File: src/rtl/multdiv_if.sv
// Request/response bundle between the execute stage and the multiply/divide sequencer.
// The master drives requests and operands. The slave returns the stall, the result and the rd tag.
interface multdiv_if #(
  parameter int WIDTH = 32
);
  logic             start_mult;
  logic             start_div;
  logic [WIDTH-1:0] num_a;
  logic [WIDTH-1:0] num_b;
  logic [4:0]       rd_in;
  logic             stall;
  logic             busy;
  logic             result_valid;
  logic [WIDTH-1:0] result;
  logic [4:0]       out_rd;
  logic             exception;

  modport master (
    output start_mult, start_div, num_a, num_b, rd_in,
    input  stall, busy, result_valid, result, out_rd, exception
  );

  modport slave (
    input  start_mult, start_div, num_a, num_b, rd_in,
    output stall, busy, result_valid, result, out_rd, exception
  );
endinterface

File: src/rtl/multdiv_controller.sv
// Iterative signed multiply (shift-add) / divide (restoring) sequencer; result valid WIDTH+1 edges after start.
// Stalls the pipeline while running; optional multiply early-out under `MULTDIV_EARLY_OUT_EN.
module multdiv_controller #(
  parameter int WIDTH = 32,
  parameter int CNT_W = 5
) (
  input  logic      clock_i,
  input  logic      reset_ni,
  multdiv_if.slave  md
);
  localparam logic [1:0] S_IDLE = 2'd0;
  localparam logic [1:0] S_MULT = 2'd1;
  localparam logic [1:0] S_DIV  = 2'd2;
  localparam logic [1:0] S_DONE = 2'd3;
  localparam logic [CNT_W-1:0] CNT_LAST = CNT_W'(WIDTH - 1);

  logic [1:0]         state_q, state_d;
  logic [CNT_W-1:0]   cnt_q, cnt_d;
  logic               fin_q, fin_d;
  logic               sign_a_q, sign_a_d, sign_b_q, sign_b_d;
  logic [WIDTH-1:0]   a_q, a_d, b_q, b_d, rem_q, rem_d;
  logic [2*WIDTH-1:0] acc_q, acc_d, mcand_q, mcand_d;
  logic [4:0]         tag_q, tag_d, out_rd_q, out_rd_d;
  logic [WIDTH-1:0]   result_q, result_d;
  logic               exc_q, exc_d;

  logic [WIDTH-1:0]   abs_a, abs_b, quo_s;
  logic [2*WIDTH-1:0] acc_step, prod_src, prod_s;
  logic [WIDTH:0]     trial;
  logic               neg, early, mult_ovf, div_ovf, busy;

  assign abs_a    = md.num_a[WIDTH-1] ? -md.num_a : md.num_a;
  assign abs_b    = md.num_b[WIDTH-1] ? -md.num_b : md.num_b;
  assign neg      = sign_a_q ^ sign_b_q;
  assign acc_step = b_q[0] ? acc_q + mcand_q : acc_q;
`ifdef MULTDIV_EARLY_OUT_EN
  assign early    = (b_q[WIDTH-1:1] == '0);
`else
  assign early    = 1'b0;
`endif
  // The final fix-up reads the accumulator as it stands after the last step taken.
  assign prod_src = fin_q ? acc_q : acc_step;
  assign prod_s   = neg ? -prod_src : prod_src;
  assign mult_ovf = (prod_s[2*WIDTH-1:WIDTH-1] != {(WIDTH+1){prod_s[WIDTH-1]}});
  assign trial    = {rem_q, a_q[WIDTH-1]} - {1'b0, b_q};
  assign quo_s    = neg ? -a_q : a_q;
  assign div_ovf  = !neg && a_q[WIDTH-1];

  always_comb begin
    state_d  = state_q;
    cnt_d    = cnt_q;
    fin_d    = fin_q;
    sign_a_d = sign_a_q;
    sign_b_d = sign_b_q;
    a_d      = a_q;
    b_d      = b_q;
    rem_d    = rem_q;
    acc_d    = acc_q;
    mcand_d  = mcand_q;
    tag_d    = tag_q;
    out_rd_d = out_rd_q;
    result_d = result_q;
    exc_d    = exc_q;
    case (state_q)
      S_IDLE: begin
        if (md.start_mult || md.start_div) begin
          sign_a_d = md.num_a[WIDTH-1];
          sign_b_d = md.num_b[WIDTH-1];
          a_d      = abs_a;
          b_d      = abs_b;
          mcand_d  = {{WIDTH{1'b0}}, abs_a};
          acc_d    = '0;
          rem_d    = '0;
          cnt_d    = '0;
          fin_d    = 1'b0;
          tag_d    = md.rd_in;
          if (md.start_mult) begin
            state_d = S_MULT;
          end else if (md.num_b == '0) begin
            state_d  = S_DONE;
            result_d = '0;
            exc_d    = 1'b1;
            out_rd_d = md.rd_in;
          end else begin
            state_d = S_DIV;
          end
        end
      end
      S_MULT: begin
        if (!fin_q) begin
          acc_d   = acc_step;
          mcand_d = mcand_q << 1;
          b_d     = b_q >> 1;
          if (cnt_q == CNT_LAST) fin_d = 1'b1;
          else                   cnt_d = cnt_q + CNT_W'(1);
        end
        if (fin_q || early) begin
          state_d  = S_DONE;
          result_d = prod_s[WIDTH-1:0];
          exc_d    = mult_ovf;
          out_rd_d = tag_q;
        end
      end
      S_DIV: begin
        if (fin_q) begin
          state_d  = S_DONE;
          result_d = quo_s;
          exc_d    = div_ovf;
          out_rd_d = tag_q;
        end else begin
          // The dividend shifts out of a_q while quotient bits shift in.
          if (!trial[WIDTH]) begin
            rem_d = trial[WIDTH-1:0];
            a_d   = {a_q[WIDTH-2:0], 1'b1};
          end else begin
            rem_d = {rem_q[WIDTH-2:0], a_q[WIDTH-1]};
            a_d   = {a_q[WIDTH-2:0], 1'b0};
          end
          if (cnt_q == CNT_LAST) fin_d = 1'b1;
          else                   cnt_d = cnt_q + CNT_W'(1);
        end
      end
      default: state_d = S_IDLE;
    endcase
  end

  always_ff @(posedge clock_i) begin
    if (!reset_ni) begin
      state_q  <= S_IDLE;
      cnt_q    <= '0;
      fin_q    <= 1'b0;
      sign_a_q <= 1'b0;
      sign_b_q <= 1'b0;
      a_q      <= '0;
      b_q      <= '0;
      rem_q    <= '0;
      acc_q    <= '0;
      mcand_q  <= '0;
      tag_q    <= '0;
      out_rd_q <= '0;
      result_q <= '0;
      exc_q    <= 1'b0;
    end else begin
      state_q  <= state_d;
      cnt_q    <= cnt_d;
      fin_q    <= fin_d;
      sign_a_q <= sign_a_d;
      sign_b_q <= sign_b_d;
      a_q      <= a_d;
      b_q      <= b_d;
      rem_q    <= rem_d;
      acc_q    <= acc_d;
      mcand_q  <= mcand_d;
      tag_q    <= tag_d;
      out_rd_q <= out_rd_d;
      result_q <= result_d;
      exc_q    <= exc_d;
    end
  end

  assign busy            = (state_q == S_MULT) || (state_q == S_DIV);
  assign md.busy         = busy;
  assign md.stall        = busy || ((state_q == S_IDLE) && (md.start_mult || md.start_div));
  assign md.result_valid = (state_q == S_DONE);
  assign md.result       = result_q;
  assign md.out_rd       = out_rd_q;
  assign md.exception    = exc_q;
endmodule

File: src/flat_wrapper.sv
// flat-port wrapper written by rule: the top's interface ports become plain ports
module multdiv_controller_flat 
#(
  parameter int WIDTH = 32,
  parameter int CNT_W = 5
)
  (clock_i, reset_ni, md_start_mult, md_start_div, md_num_a, md_num_b, md_rd_in, md_stall, md_busy, md_result_valid, md_result, md_out_rd, md_exception);
  multdiv_if #(.WIDTH(WIDTH)) md_i ();
  input  logic clock_i;
  input  logic reset_ni;
  input wire logic [$bits(md_i.start_mult)-1:0] md_start_mult;
  input wire logic [$bits(md_i.start_div)-1:0] md_start_div;
  input wire logic [$bits(md_i.num_a)-1:0] md_num_a;
  input wire logic [$bits(md_i.num_b)-1:0] md_num_b;
  input wire logic [$bits(md_i.rd_in)-1:0] md_rd_in;
  output wire logic [$bits(md_i.stall)-1:0] md_stall;
  output wire logic [$bits(md_i.busy)-1:0] md_busy;
  output wire logic [$bits(md_i.result_valid)-1:0] md_result_valid;
  output wire logic [$bits(md_i.result)-1:0] md_result;
  output wire logic [$bits(md_i.out_rd)-1:0] md_out_rd;
  output wire logic [$bits(md_i.exception)-1:0] md_exception;
  assign md_i.start_mult = md_start_mult;
  assign md_i.start_div = md_start_div;
  assign md_i.num_a = md_num_a;
  assign md_i.num_b = md_num_b;
  assign md_i.rd_in = md_rd_in;
  assign md_stall = md_i.stall;
  assign md_busy = md_i.busy;
  assign md_result_valid = md_i.result_valid;
  assign md_result = md_i.result;
  assign md_out_rd = md_i.out_rd;
  assign md_exception = md_i.exception;
  multdiv_controller #(.WIDTH(WIDTH), .CNT_W(CNT_W)) u_core (.clock_i(clock_i), .reset_ni(reset_ni), .md(md_i));
endmodule
File: config.mk
export PLATFORM = sky130hd
export DESIGN_NAME = multdiv_controller_flat
export DESIGN_NICKNAME = d
export VERILOG_FILES = /design/src/rtl/multdiv_if.sv /design/src/rtl/multdiv_controller.sv /design/src/flat_wrapper.sv
export SDC_FILE = /design/constraint.sdc
export NUM_CORES = 1
export LEC_CHECK = 0
export ABC_CLOCK_PERIOD_IN_PS = 16100
export BUFFER_PORTS_ARGS = -buffer_cell sky130_fd_sc_hd__buf_2
export CORE_AREA = 2 2 311 251
export DETAILED_ROUTE_END_ITERATION = 12
export DIE_AREA = 0 0 313 253
export PLACE_DENSITY = 0.47
export SLEW_MARGIN = 20
export SYNTH_ARGS = -nofsm -noshare
export SYNTH_HDL_FRONTEND = slang
export SYNTH_SLANG_ARGS = --single-unit
File: constraint.sdc
create_clock -name clock_i -period 16.1 [get_ports clock_i]
set_clock_uncertainty 0.2 [all_clocks]
set_input_delay 1.61 -clock clock_i [delete_from_list [all_inputs] [get_ports clock_i]]
set_output_delay 1.61 -clock clock_i [all_outputs]
set_load 0.02 [all_outputs]
==> flow_metrics.py <==
metrics = {
    "critical_path": {
        "timing.rr.start": "u_core.acc_q[0]$_SDFFE_PN0P_",
        "path_max_fanout": 7,
        "crit_top_cell": "nor4_1",
        "slowest_delay_ps": 750,
        "cp.required_ps": 16370,
        "cp_data_arrival_time_ps": 6830,
        "cp-start-kind": "flop",
        "cp-end-kind": "flop",
        "worst-path-buf-inv": 1,
        "crit_type": "reg2reg",
        "startpoint": "u_core.acc_q[0]$_SDFFE_PN0P_",
        "rr_endpoint": "u_core.md.exception$_SDFFE_PN0P_",
        "crit_chain": "ha_1 > inv_1 > fa_1 > and2b_4 > o31a_4 > o211ai_4 > a2111o_1 > a21boi_1 > o31ai_1 > or4b_1 > nor4_1 > nand2_1 > nor3_1 > a31oi_1 > xnor2_1 > o32ai_1 > o2111ai_1 > nor4_1 > o2111a_1 > nor2_1",
        "critPathSlowestCell": "or4b_1",
        "cpLargestDelayFamily": "simple AND/OR/NAND/NOR gates",
        "ff2ff_path_depth": 20,
        "reg2reg_setup_slack_ps": 9550,
    },
    "final_layout": {
        "fillCellCount": 8205,
        "syn_to_final_growth_pct": 11.8,
        "design_area_um2": 25300,
        "drive_above_1_share_pct": 9.37,
        "diodes": 0,
        "fin_nets": 3216,
        "final_cells": 4085,
        "finish.utilization_pct": 33.1,
    },
    "die": {
        "ios": 114,
        "coreArea_um2": 76400,
        "die_area_um2": 79200,
        "rows": 91,
        "start_util_pct": 29.6,
        "die_h_um": 253,
        "die_width_um": 313,
    },
    "timing": {
        "worstMarginPinSlew_ps": 1230,
        "max_freq_mhz": 153,
        "hold_viol": 0,
        "setup_viol": 0,
        "slew-limit-headroom_pct": 16.8,
        "rsz0062_at_grt": "false",
        "layout_min_cycle_time_ps": 6550,
        "drv_slew": 0,
        "setup_ws_ps": 9550,
        "fin_setup_tns_ps": 0,
        "post-route-period-util_pct": 40.7,
        "whs_ps": 282,
    },
    "clock_network": {
        "worstSkewPairLatency_ps": 580,
        "path_clk_slew_ps": 60,
        "htreeDepth": 2,
        "cts-root-buf": "clkbuf_16",
        "cts_buffer_depth": 3,
        "post_cts_resized": 0,
        "numCtsBuffers": 37,
        "cts_tree": "done",
        "cts_hold_buf": 0,
        "cts_num_sinks": 277,
        "post-cts-setup-buffers": 0,
    },
    "min_path": {
        "min_path_type": "reg2reg",
        "hold_depth": 2,
        "whs_endpoint": "u_core.b_q[18]$_SDFFE_PN0P_",
        "hp-start": "u_core.b_q[18]$_SDFFE_PN0P_",
    },
    "synthesis": {
        "synth_cell_types": 103,
        "yosys.area.top_type": "dfxtp_1",
        "synth_top_area_share_pct": 24.5,
        "netlist_instances": 3042,
        "ys_seq_area_share_pct": 24.5,
        "netlist_top_cells_count": "nand2_1, dfxtp_1, o21ai_0, clkbuf_1, a21oi_1",
        "synthArstFlopShare_pct": 0,
        "syn_area_per_cell_um2": 7.44,
        "syn_area_um2": 22600,
        "synth_edf_count": 0,
        "ys.flop_type": "dfxtp_1",
        "yosys_warnings": 0,
        "synth-seq-cells": 277,
        "yosys-top-cells-area": "dfxtp_1, nand2_1, o21ai_0",
        "synth_nets": 3222,
        "synth_most_common_cell": "nand2_1",
    },
    "pwr": {
        "p_int_mw": 1.92,
        "p_switching_mw": 1.78,
        "ir_drop_v": 0.000139,
        "pwr-share-seq_pct": 24.8,
        "power_per_cell_area_nw_per_um2": 146,
        "switching_share_pct": 48.1,
        "pwr-share-clk_pct": 23.1,
        "total_power_mw": 3.71,
        "share_comb_of_total_power_pct": 52.1,
        "leakagePower_nw": 9.65,
    },
    "routing": {
        "drt_pass1_iterations": 5,
        "viasPerCell": 5.35,
        "antenna_left": 0,
        "drc": 0,
        "wl_per_cell_um": 18.8,
        "wl_um": 76900,
        "drtIter0Drc": 1632,
        "dr_total_vias": 21900,
    },
    "status": {
        "status": "finished, final reports clean",
    },
    "place": {
        "place_ws_ps": 9230,
        "placed_cells": 4020,
        "dpl_cell_area_um2": 24100,
        "hpwl_um": 55600,
        "gp_congestion": 0.862,
        "port_buffers": 113,
    },
    "global_routing": {
        "grt_max_degree": 100,
        "grt_antenna_before_repair": 1,
        "grt_pass1_wl_um": 120000,
        "grt_use_total_pct": 19.0,
        "grt_pass1_vias": 20000,
        "overflow": 0,
    },
    "flow_run": {
        "max_cap_viol_count": 0,
    },
}
## layout by cell type, fill, tap and decap left out, drive strengths merged, types with 79 or more instances in the layout
| cell | instances |
|---|---|
| a21boi | 81 |
| nand2 | 497 |
| dfxtp | 277 |
| inv | 79 |
| buf | 145 |
| ha | 105 |
| o21ai | 279 |
| a21oi | 141 |
| xor2 | 97 |
| nor2 | 122 |
| xnor2 | 93 |
| nor2b | 110 |
| a22oi | 103 |
## cell families (layout without fill, tap and decap cells)
logic type / after synthesis / after routing / share of synthesized area (%)
flops: 277 / 277 / 24.5
compound gates: 962 / 962 / 28.6
buf+inv: 267 / 287 / 4.58
xor+xnor: 190 / 190 / 7.39
mux: 81 / 81 / 3.60
fa+ha+maj: 107 / 107 / 5.98
simple gates: 1158 / 1158 / 25.3
## layout make-up
type	count	area [um2]	area share, %
clock buffer	50	1040	4.13
inverter	77	289	1.14
timing repair buffer	145	812	3.21
clock inverter	15	168	0.663
sequential	277	5550	21.9
tap	1023	1280	5.06
multi-input combinational	2498	16200	63.9
## layer usage
layer,part of all wire (%),routed length (um),GRT usage [%]
met2,41,31400,27.8
met1,51,39600,28.4
met4,2.4,1840,5.06
met5,0,0,0
met3,5.4,4120,3.03
## registers in the layout (all words and copies together), names as in the netlist
register / count
u_core.a_q: 32
u_core.b_q: 32
u_core.md.out_rd: 5
u_core.sign_a_q: 1
u_core.md.exception: 1
u_core.tag_q: 5
u_core.sign_b_q: 1
u_core.cnt_q: 5
u_core.mcand_q: 64
u_core.state_q: 2
u_core.md.result: 32
u_core.rem_q: 32
u_core.fin_q: 1
u_core.acc_q: 64
## power groups by stage
stage          combinational [mW]  clock [mW]  sequential, mW
6_report                     1.93       0.856           0.920
5_1_grt                      2.13       0.906           0.934
4_1_cts                      1.92       0.884           0.919
3_5_place_dp                 1.91           0           0.933
3_3_place_gp                 1.92           0           0.935
2_1_floorplan                1.37           0           0.887
## worst reg2reg max path: stages, from the launching register on
cell and delay (ps):
dfxtp_1 380, ha_1 230, inv_1 70, fa_1 380, and2b_4 290, o31a_4 160
o211ai_4 130, a2111o_1 460, a21boi_1 150, o31ai_1 170, or4b_1 750, nor4_1 640
nand2_1 320, nor3_1 510, a31oi_1 310, xnor2_1 200, o32ai_1 380, o2111ai_1 200
nor4_1 290, o2111a_1 220, nor2_1 40
## worst max path at each step
stage          cells after the start                               end
2_1_floorplan                     30  u_core.md.exception$_SDFFE_PN0P_
3_3_place_gp                      17  u_core.md.exception$_SDFFE_PN0P_
3_5_place_dp                      17  u_core.md.exception$_SDFFE_PN0P_
4_1_cts                           20  u_core.md.exception$_SDFFE_PN0P_
5_1_grt                           20      u_core.rem_q[9]$_SDFFE_PN0P_
6_report                          20  u_core.md.exception$_SDFFE_PN0P_
No activity file was read; power rests on OpenSTA's default activity.
